File: src/rtl/mips_pkg.sv
// Purpose: shared opcode/funct constants and enums for the next-PC sequencer.
// Latency: n/a (declarations only).
// Backpressure: n/a.
package mips_pkg;

  localparam logic [5:0] OP_RTYPE = 6'b000000;
  localparam logic [5:0] OP_J     = 6'b000010;
  localparam logic [5:0] OP_JAL   = 6'b000011;
  localparam logic [5:0] FUNCT_JR = 6'b001000;

  typedef enum logic [1:0] {
    PC_SEL_SEQ = 2'd0,
    PC_SEL_JMP = 2'd1,
    PC_SEL_JR  = 2'd2,
    PC_SEL_BR  = 2'd3
  } pc_sel_e;

  typedef enum logic {
    RUN    = 1'b0,
    SQUASH = 1'b1
  } state_e;

  // True for the two absolute-target jumps (J and JAL).
  function automatic logic is_abs_jump(input logic [5:0] op);
    return (op == OP_J) || (op == OP_JAL);
  endfunction

endpackage

File: src/rtl/pc_redirect_ctrl_if.sv
// Purpose: groups decode inputs and redirect/flush/link outputs of the next-PC sequencer.
// Latency: n/a (wires only).
// Backpressure: stall is a freeze request from the hazard unit; no handshake.
interface pc_redirect_ctrl_if #(
  parameter int CNT_W = 16
);
  logic             stall;
  logic [5:0]       id_opcode;
  logic [5:0]       id_funct;
  logic             ex_branch_taken;
  logic [1:0]       pc_sel;
  logic             flush_ifid;
  logic             flush_idex;
  logic             link_we_wb;
  logic [CNT_W-1:0] redirect_cnt;

  // Pipeline side drives decode info and consumes the redirect controls.
  modport master (
    output stall, id_opcode, id_funct, ex_branch_taken,
    input  pc_sel, flush_ifid, flush_idex, link_we_wb, redirect_cnt
  );

  // The sequencer itself.
  modport slave (
    input  stall, id_opcode, id_funct, ex_branch_taken,
    output pc_sel, flush_ifid, flush_idex, link_we_wb, redirect_cnt
  );
endinterface

File: src/rtl/link_delay_pipe.sv
// Purpose: DEPTH-stage shift register carrying the JAL link-write request, with per-stage clear.
// Latency: din appears on dout DEPTH edges after it is sampled.
// Backpressure: none; shifts every cycle, clr kills a stage's incoming bit.
module link_delay_pipe #(
  parameter int DEPTH = 3
) (
  input  logic             clk,
  input  logic             rst,
  input  logic             din_i,
  input  logic [DEPTH-1:0] clr_i,
  output logic             dout_o
);

  logic [DEPTH-1:0] pipe_q;
  logic [DEPTH-1:0] pipe_d;

  // Shift by one stage; a clear bit zeroes the value landing in that stage.
  always_comb begin
    pipe_d    = '0;
    pipe_d[0] = din_i & ~clr_i[0];
    for (int i = 1; i < DEPTH; i++) begin
      pipe_d[i] = pipe_q[i-1] & ~clr_i[i];
    end
  end

  // Stage register with synchronous reset.
  always_ff @(posedge clk) begin
    if (rst) pipe_q <= '0;
    else     pipe_q <= pipe_d;
  end

  assign dout_o = pipe_q[DEPTH-1];

endmodule

File: src/rtl/pc_redirect_ctrl.sv
// Purpose: next-PC select, IF/ID and ID/EX flush, squashed-slot tracking, JAL link delay, redirect count.
// Latency: select and flushes are combinational; link write lands LINK_DELAY edges after JAL accept.
// Backpressure: stall freezes ID decode (jump re-evaluated later); an EX branch overrides stall.
module pc_redirect_ctrl
  import mips_pkg::*;
#(
  parameter int CNT_W      = 16,
  parameter int LINK_DELAY = 3
) (
  input  logic                 clk,
  input  logic                 rst,
  pc_redirect_ctrl_if.slave    bus
);

  state_e           state_q, state_d;
  logic [CNT_W-1:0] cnt_q, cnt_d;
  pc_sel_e          sel;
  logic             flush_ifid, flush_idex, redirect;
  logic             id_jump, id_jr, jal_load, link_out;

  // ID decode is only trusted for a real instruction that is not frozen.
  assign id_jump = (state_q == RUN) && !bus.stall && is_abs_jump(bus.id_opcode);
  assign id_jr   = (state_q == RUN) && !bus.stall &&
                   (bus.id_opcode == OP_RTYPE) && (bus.id_funct == FUNCT_JR);

  // A JAL killed by an older EX branch must never write its link.
  assign jal_load = id_jump && (bus.id_opcode == OP_JAL) && !bus.ex_branch_taken;

  // Priority redirect decode and next state; outputs held quiet during reset.
  always_comb begin
    sel        = PC_SEL_SEQ;
    flush_ifid = 1'b0;
    flush_idex = 1'b0;
    redirect   = 1'b0;
    if (!rst) begin
      if (bus.ex_branch_taken) begin
        sel        = PC_SEL_BR;
        flush_ifid = 1'b1;
        flush_idex = 1'b1;
        redirect   = 1'b1;
      end else if (id_jr) begin
        sel        = PC_SEL_JR;
        flush_ifid = 1'b1;
        redirect   = 1'b1;
      end else if (id_jump) begin
        sel        = PC_SEL_JMP;
        flush_ifid = 1'b1;
        redirect   = 1'b1;
      end
    end
    state_d = redirect ? SQUASH : RUN;
    cnt_d   = (redirect && (cnt_q != {CNT_W{1'b1}})) ? cnt_q + CNT_W'(1) : cnt_q;
  end

  // State and saturating redirect counter.
  always_ff @(posedge clk) begin
    if (rst) begin
      state_q <= RUN;
      cnt_q   <= '0;
    end else begin
      state_q <= state_d;
      cnt_q   <= cnt_d;
    end
  end

  // Stage 0 of the link pipe is the ID/EX slot, which an EX branch flushes.
  link_delay_pipe #(
    .DEPTH (LINK_DELAY)
  ) u_link_pipe (
    .clk    (clk),
    .rst    (rst),
    .din_i  (jal_load),
    .clr_i  (LINK_DELAY'(bus.ex_branch_taken)),
    .dout_o (link_out)
  );

  assign bus.pc_sel       = sel;
  assign bus.flush_ifid   = flush_ifid;
  assign bus.flush_idex   = flush_idex;
  assign bus.link_we_wb   = link_out & ~rst;
  assign bus.redirect_cnt = cnt_q;

endmodule

File: src/flat_wrapper.sv
// flat-port wrapper written by rule: the top's interface ports become plain ports
module pc_redirect_ctrl_flat import mips_pkg::*;
#(
  parameter int CNT_W      = 16,
  parameter int LINK_DELAY = 3
)
  (clk, rst, bus_stall, bus_id_opcode, bus_id_funct, bus_ex_branch_taken, bus_pc_sel, bus_flush_ifid, bus_flush_idex, bus_link_we_wb, bus_redirect_cnt);
  pc_redirect_ctrl_if #(.CNT_W(CNT_W)) bus_i ();
  input  logic clk;
  input  logic rst;
  input wire logic [$bits(bus_i.stall)-1:0] bus_stall;
  input wire logic [$bits(bus_i.id_opcode)-1:0] bus_id_opcode;
  input wire logic [$bits(bus_i.id_funct)-1:0] bus_id_funct;
  input wire logic [$bits(bus_i.ex_branch_taken)-1:0] bus_ex_branch_taken;
  output wire logic [$bits(bus_i.pc_sel)-1:0] bus_pc_sel;
  output wire logic [$bits(bus_i.flush_ifid)-1:0] bus_flush_ifid;
  output wire logic [$bits(bus_i.flush_idex)-1:0] bus_flush_idex;
  output wire logic [$bits(bus_i.link_we_wb)-1:0] bus_link_we_wb;
  output wire logic [$bits(bus_i.redirect_cnt)-1:0] bus_redirect_cnt;
  assign bus_i.stall = bus_stall;
  assign bus_i.id_opcode = bus_id_opcode;
  assign bus_i.id_funct = bus_id_funct;
  assign bus_i.ex_branch_taken = bus_ex_branch_taken;
  assign bus_pc_sel = bus_i.pc_sel;
  assign bus_flush_ifid = bus_i.flush_ifid;
  assign bus_flush_idex = bus_i.flush_idex;
  assign bus_link_we_wb = bus_i.link_we_wb;
  assign bus_redirect_cnt = bus_i.redirect_cnt;
  pc_redirect_ctrl #(.CNT_W(CNT_W), .LINK_DELAY(LINK_DELAY)) u_core (.clk(clk), .rst(rst), .bus(bus_i));
endmodule
File: config.mk
export PLATFORM = sky130hd
export DESIGN_NAME = pc_redirect_ctrl_flat
export DESIGN_NICKNAME = d
export VERILOG_FILES = /design/src/rtl/mips_pkg.sv /design/src/rtl/pc_redirect_ctrl_if.sv /design/src/rtl/link_delay_pipe.sv /design/src/rtl/pc_redirect_ctrl.sv /design/src/flat_wrapper.sv
export SDC_FILE = /design/constraint.sdc
export NUM_CORES = 1
export LEC_CHECK = 0
export CAP_MARGIN = 15
export CORE_ASPECT_RATIO = 0.5
export CORE_MARGIN = 2
export CORE_UTILIZATION = 30
export CTS_CLUSTER_SIZE = 28
export DETAILED_ROUTE_END_ITERATION = 12
export HOLD_SLACK_MARGIN = 0.12
export PLACE_DENSITY = 0.57
export SYNTH_ARGS = -nofsm -noshare
export SYNTH_HDL_FRONTEND = slang
export SYNTH_SLANG_ARGS = --single-unit
File: constraint.sdc
create_clock -name clk -period 2.4 [get_ports clk]
set_input_delay 0.48 -clock clk [delete_from_list [all_inputs] [get_ports clk]]
set_output_delay 0.48 -clock clk [all_outputs]
set_load 0.02 [all_outputs]
==> results.py <==
metrics = {
    "flow_run": {
        "maxCapViolCount": 0,
    },
    "final_layout": {
        "fill_cells": 322,
        "fin_cells": 212,
        "nets": 179,
        "area_growth_pct": 53.7,
        "n_antenna_cell": 0,
        "layout-drive-gt1-share_pct": 20.5,
        "fin_util_pct": 47.8,
    },
    "yosys": {
        "synth.mux.area_fraction_pct": 4.97,
        "synth_top_family_by_area": "simple AND/OR/NAND/NOR gates",
        "synth.avg_cell_area_um2": 9.36,
        "synthXorXnorAreaFrac_pct": 2.49,
        "yosys_warnings": 0,
        "synth_area_mm2": 0.00106,
        "synth-simple-area-share_pct": 39.4,
        "synth_adder_area_share_pct": 1.18,
        "synth_cell_types": 38,
        "ys_seq_area_share_pct": 37.9,
        "synthCells": 113,
        "synthArstFlopShare_pct": 0,
        "synth_nets": 130,
        "synth_edf_count": 0,
        "synth-compound-area-share_pct": 12.4,
        "ys_ff_latch": 20,
        "ys.flop_type": "dfxtp_1",
    },
    "timing": {
        "slew_headroom_pct": 71.5,
        "min_period_over_period_pct": 97.5,
        "fmax_ghz": 0.428,
        "tightest_slew_ns": 0.423,
        "finClkSkew_ns": 0.00271,
        "rsz0062_at_grt": "no",
        "fin_hold_ws_ns": 0.454,
        "setup_viol": 0,
        "hold_viol_final": 0,
        "post-route-min-period_ns": 2.34,
        "slew_viol_final": 0,
    },
    "status": {
        "outcome": "finished, final reports clean",
    },
    "worst_setup_path": {
        "start_kind": "input port",
        "r2r_cells": 6,
        "crit_path_end_kind": "flop",
        "crit_family": "simple AND/OR/NAND/NOR gates",
        "path_buf_inv": 2,
        "crit_slowest_cell": "or4_4",
        "crit_path_max_incr_delay_ns": 0.52,
        "crit_path_cell_trace": "clkdlybuf4s50_1 > nor4_4 > a211oi_2 > buf_4 > a211o_4 > or4_4 > a21oi_2",
        "reg2reg_from": "u_core.bus.redirect_cnt[0]$_SDFFE_PP0P_",
        "r2r_setup_slack_ns": 0.45,
        "critical_path_class": "in2reg",
        "crit_fanout": 6,
        "r2r_end": "u_core.bus.redirect_cnt[9]$_SDFFE_PP0P_",
        "cp.arrival_ns": 2.54,
        "critical_path_required_ns": 2.60,
    },
    "global_routing": {
        "grtUsageTotal_pct": 12.8,
        "grt_pass1_vias": 886,
        "globalRouteOverflowTotal": 0,
        "antenna_found_initial": 0,
        "grt_pass1_wl_um": 3930,
        "grt_max_degree": 23,
    },
    "pwr": {
        "irDropWorstVdd_mv": 0.197,
        "p_leak_nw": 0.621,
        "internal_power_uw": 532,
        "comb_power_share_pct": 13.7,
        "report.power.total_uw": 686,
        "power_frac_seq_pct": 49.1,
        "p_sw_uw": 154,
        "swShare_pct": 22.4,
        "p_clk_share_pct": 37.2,
        "cellPowerDensity_mw_per_mm2": 422,
    },
    "detailed_routing": {
        "first_pass_iters": 5,
        "ant_nets": 0,
        "totalWireLength_um": 2520,
        "vias": 1044,
        "drt_iter0_drc": 32,
        "viasPerCell": 4.92,
        "wl_per_cell_um": 11.9,
        "route.detailed.drc": 0,
    },
    "clock_tree": {
        "cts_made_buffers": 3,
        "htree_levels": 1,
        "path_clk_slew_ns": 0.07,
        "cts_max_path_buffers": 2,
        "clock-sinks": 20,
        "insertion_delay_ns": 0.26,
        "cts.hold.buffers_added": 0,
        "cts-root-buf": "clkbuf_8",
        "cts_tree": "done",
    },
    "die": {
        "die_w_um": 88.0,
        "die_h_um": 46.0,
        "rows": 15,
        "initial_utilization_pct": 31.1,
        "core-area_mm2": 0.00340,
        "ios": 37,
        "die-area_mm2": 0.00404,
    },
    "worst_hold_path": {
        "hold_start": "u_core.u_link_pipe.pipe_q[0]$_SDFF_PP0_",
        "min_path_type": "reg2reg",
        "min_to": "u_core.u_link_pipe.pipe_q[1]$_SDFF_PP0_",
        "min_path_cells": 1,
    },
    "placed_design": {
        "gp_congestion": 0.771,
        "post-dp-hpwl_um": 1870,
        "port_buffers": 36,
        "placed_cells": 208,
    },
}
==> per-stage QoR <==
stage	instance area, µm²	worst slack, ns	TNS [ns]
2_1_floorplan	1060	0.341	0
3_3_place_gp	1550	-0.261	-2.00
3_5_place_dp	1550	-0.268	-2.11
4_1_cts	1600	0.00347	0
5_1_grt	1630	0.00107	0
6_report	1630	0.0612	0
==> layout by cell type (no fill, tap or decap), drive strengths merged, types with 3 or more instances in the layout <==
cell / n
nor4: 4
dfxtp: 20
nand4: 4
nor2b: 7
clkdlybuf4s50: 30
clkbuf: 6
mux2i: 3
a21oi: 8
nand2b: 5
nor2: 9
nor3: 5
o21ai: 3
buf: 12
nand3: 5
nand2: 9
nor4b: 3
xnor2: 3
==> power groups by stage <==
stage                     clock [mW]  sequential [mW]  combinational, mW
after floorplan                    0            0.346             0.0320
after global placement             0            0.344             0.0951
after CTS                      0.265            0.337             0.0939
after detailed placement           0            0.344             0.0954
after global routing           0.282            0.337              0.101
final                          0.255            0.337             0.0942
==> logic make-up (layout without fill, tap and decap cells) <==
group           Yosys count  in the layout
xor+xnor                  3              3
fa+ha+maj                 1              1
compound gates           19             19
simple gates             61             61
mux                       5              5
flops                    20             20
buf+inv                   4             52
==> cell type report <==
type / count / area [µm²] / area share (%)
Timing Repair Buffer: 48 / 444 / 27.3
Clock buffer: 4 / 55.1 / 3.39
Tap cell: 51 / 63.8 / 3.93
Multi-Input combinational cell: 89 / 662 / 40.7
Sequential cell: 20 / 400 / 24.6
==> cells in the mapped netlist (2+ instances only) <==
master	count	area share, %
a211oi_2	2	2.4
a21oi_1	8	3.8
and4_1	2	1.7
clkbuf_1	2	0.71
dfxtp_1	20	38
mux2i_1	3	2.8
nand2_1	9	3.2
nand2b_1	5	3.0
nand3_1	5	2.4
nand4_1	3	1.8
nor2_1	9	3.2
nor2b_1	6	3.6
nor3_1	4	1.9
nor4_4	3	6.0
nor4b_1	2	1.7
o21ai_0	3	1.4
o31ai_1	2	1.4
or3_1	2	1.2
or4_1	2	1.4
xnor2_1	3	2.5
==> per-layer routing <==
layer	vias to the layer above	global-route usage [%]	routed length [µm]	part of all wire, %
met5	-	0	0	0
met4	0	4.92	21	0.83
met3	4	4.53	182	7.2
met2	32	19.2	1110	44
met1	490	16.8	1210	48
li1	518	-	-	-
==> worst max path at each step <==
stage	start	endpoint	slack [ns]	cells after the start
CTS	bus_id_opcode[0]	bus_flush_ifid	0.003	5
finish	bus_id_opcode[1]	u_core.bus.redirect_cnt[9]$_SDFFE_PP0P_	0.06	7
global placement	bus_id_opcode[0]	bus_flush_ifid	-0.26	5
detailed placement	bus_id_opcode[0]	bus_flush_ifid	-0.27	5
global route	bus_id_opcode[1]	u_core.bus.redirect_cnt[9]$_SDFFE_PP0P_	0.001	7
floorplan	bus_ex_branch_taken	u_core.bus.redirect_cnt[10]$_SDFFE_PP0P_	0.34	5
==> state kept, by name, indices dropped and copies added, names as in the netlist <==
| name | flops |
|---|---|
| u_core.state_q | 1 |
| u_core.u_link_pipe.pipe_q | 3 |
| u_core.bus.redirect_cnt | 16 |
==> repair_timing <==
| item | CTS | global route |
|---|---|---|
| gates resized for setup | 4 | 11 |
| endpoints found under the setup margin | 4 | 8 |
| pin swaps | 0 | 3 |
| buffers inserted | 0 | 0 |
==> worst register-to-register path: stages (launching register included) <==
cell and delay, ns:
dfxtp_1 0.35, ha_1 0.22, nand3_1 0.19, nor4_4 0.10, a211o_4 0.38, or4_4 0.52, a21oi_2 0.13
No activity file was read; power rests on OpenSTA's default activity.
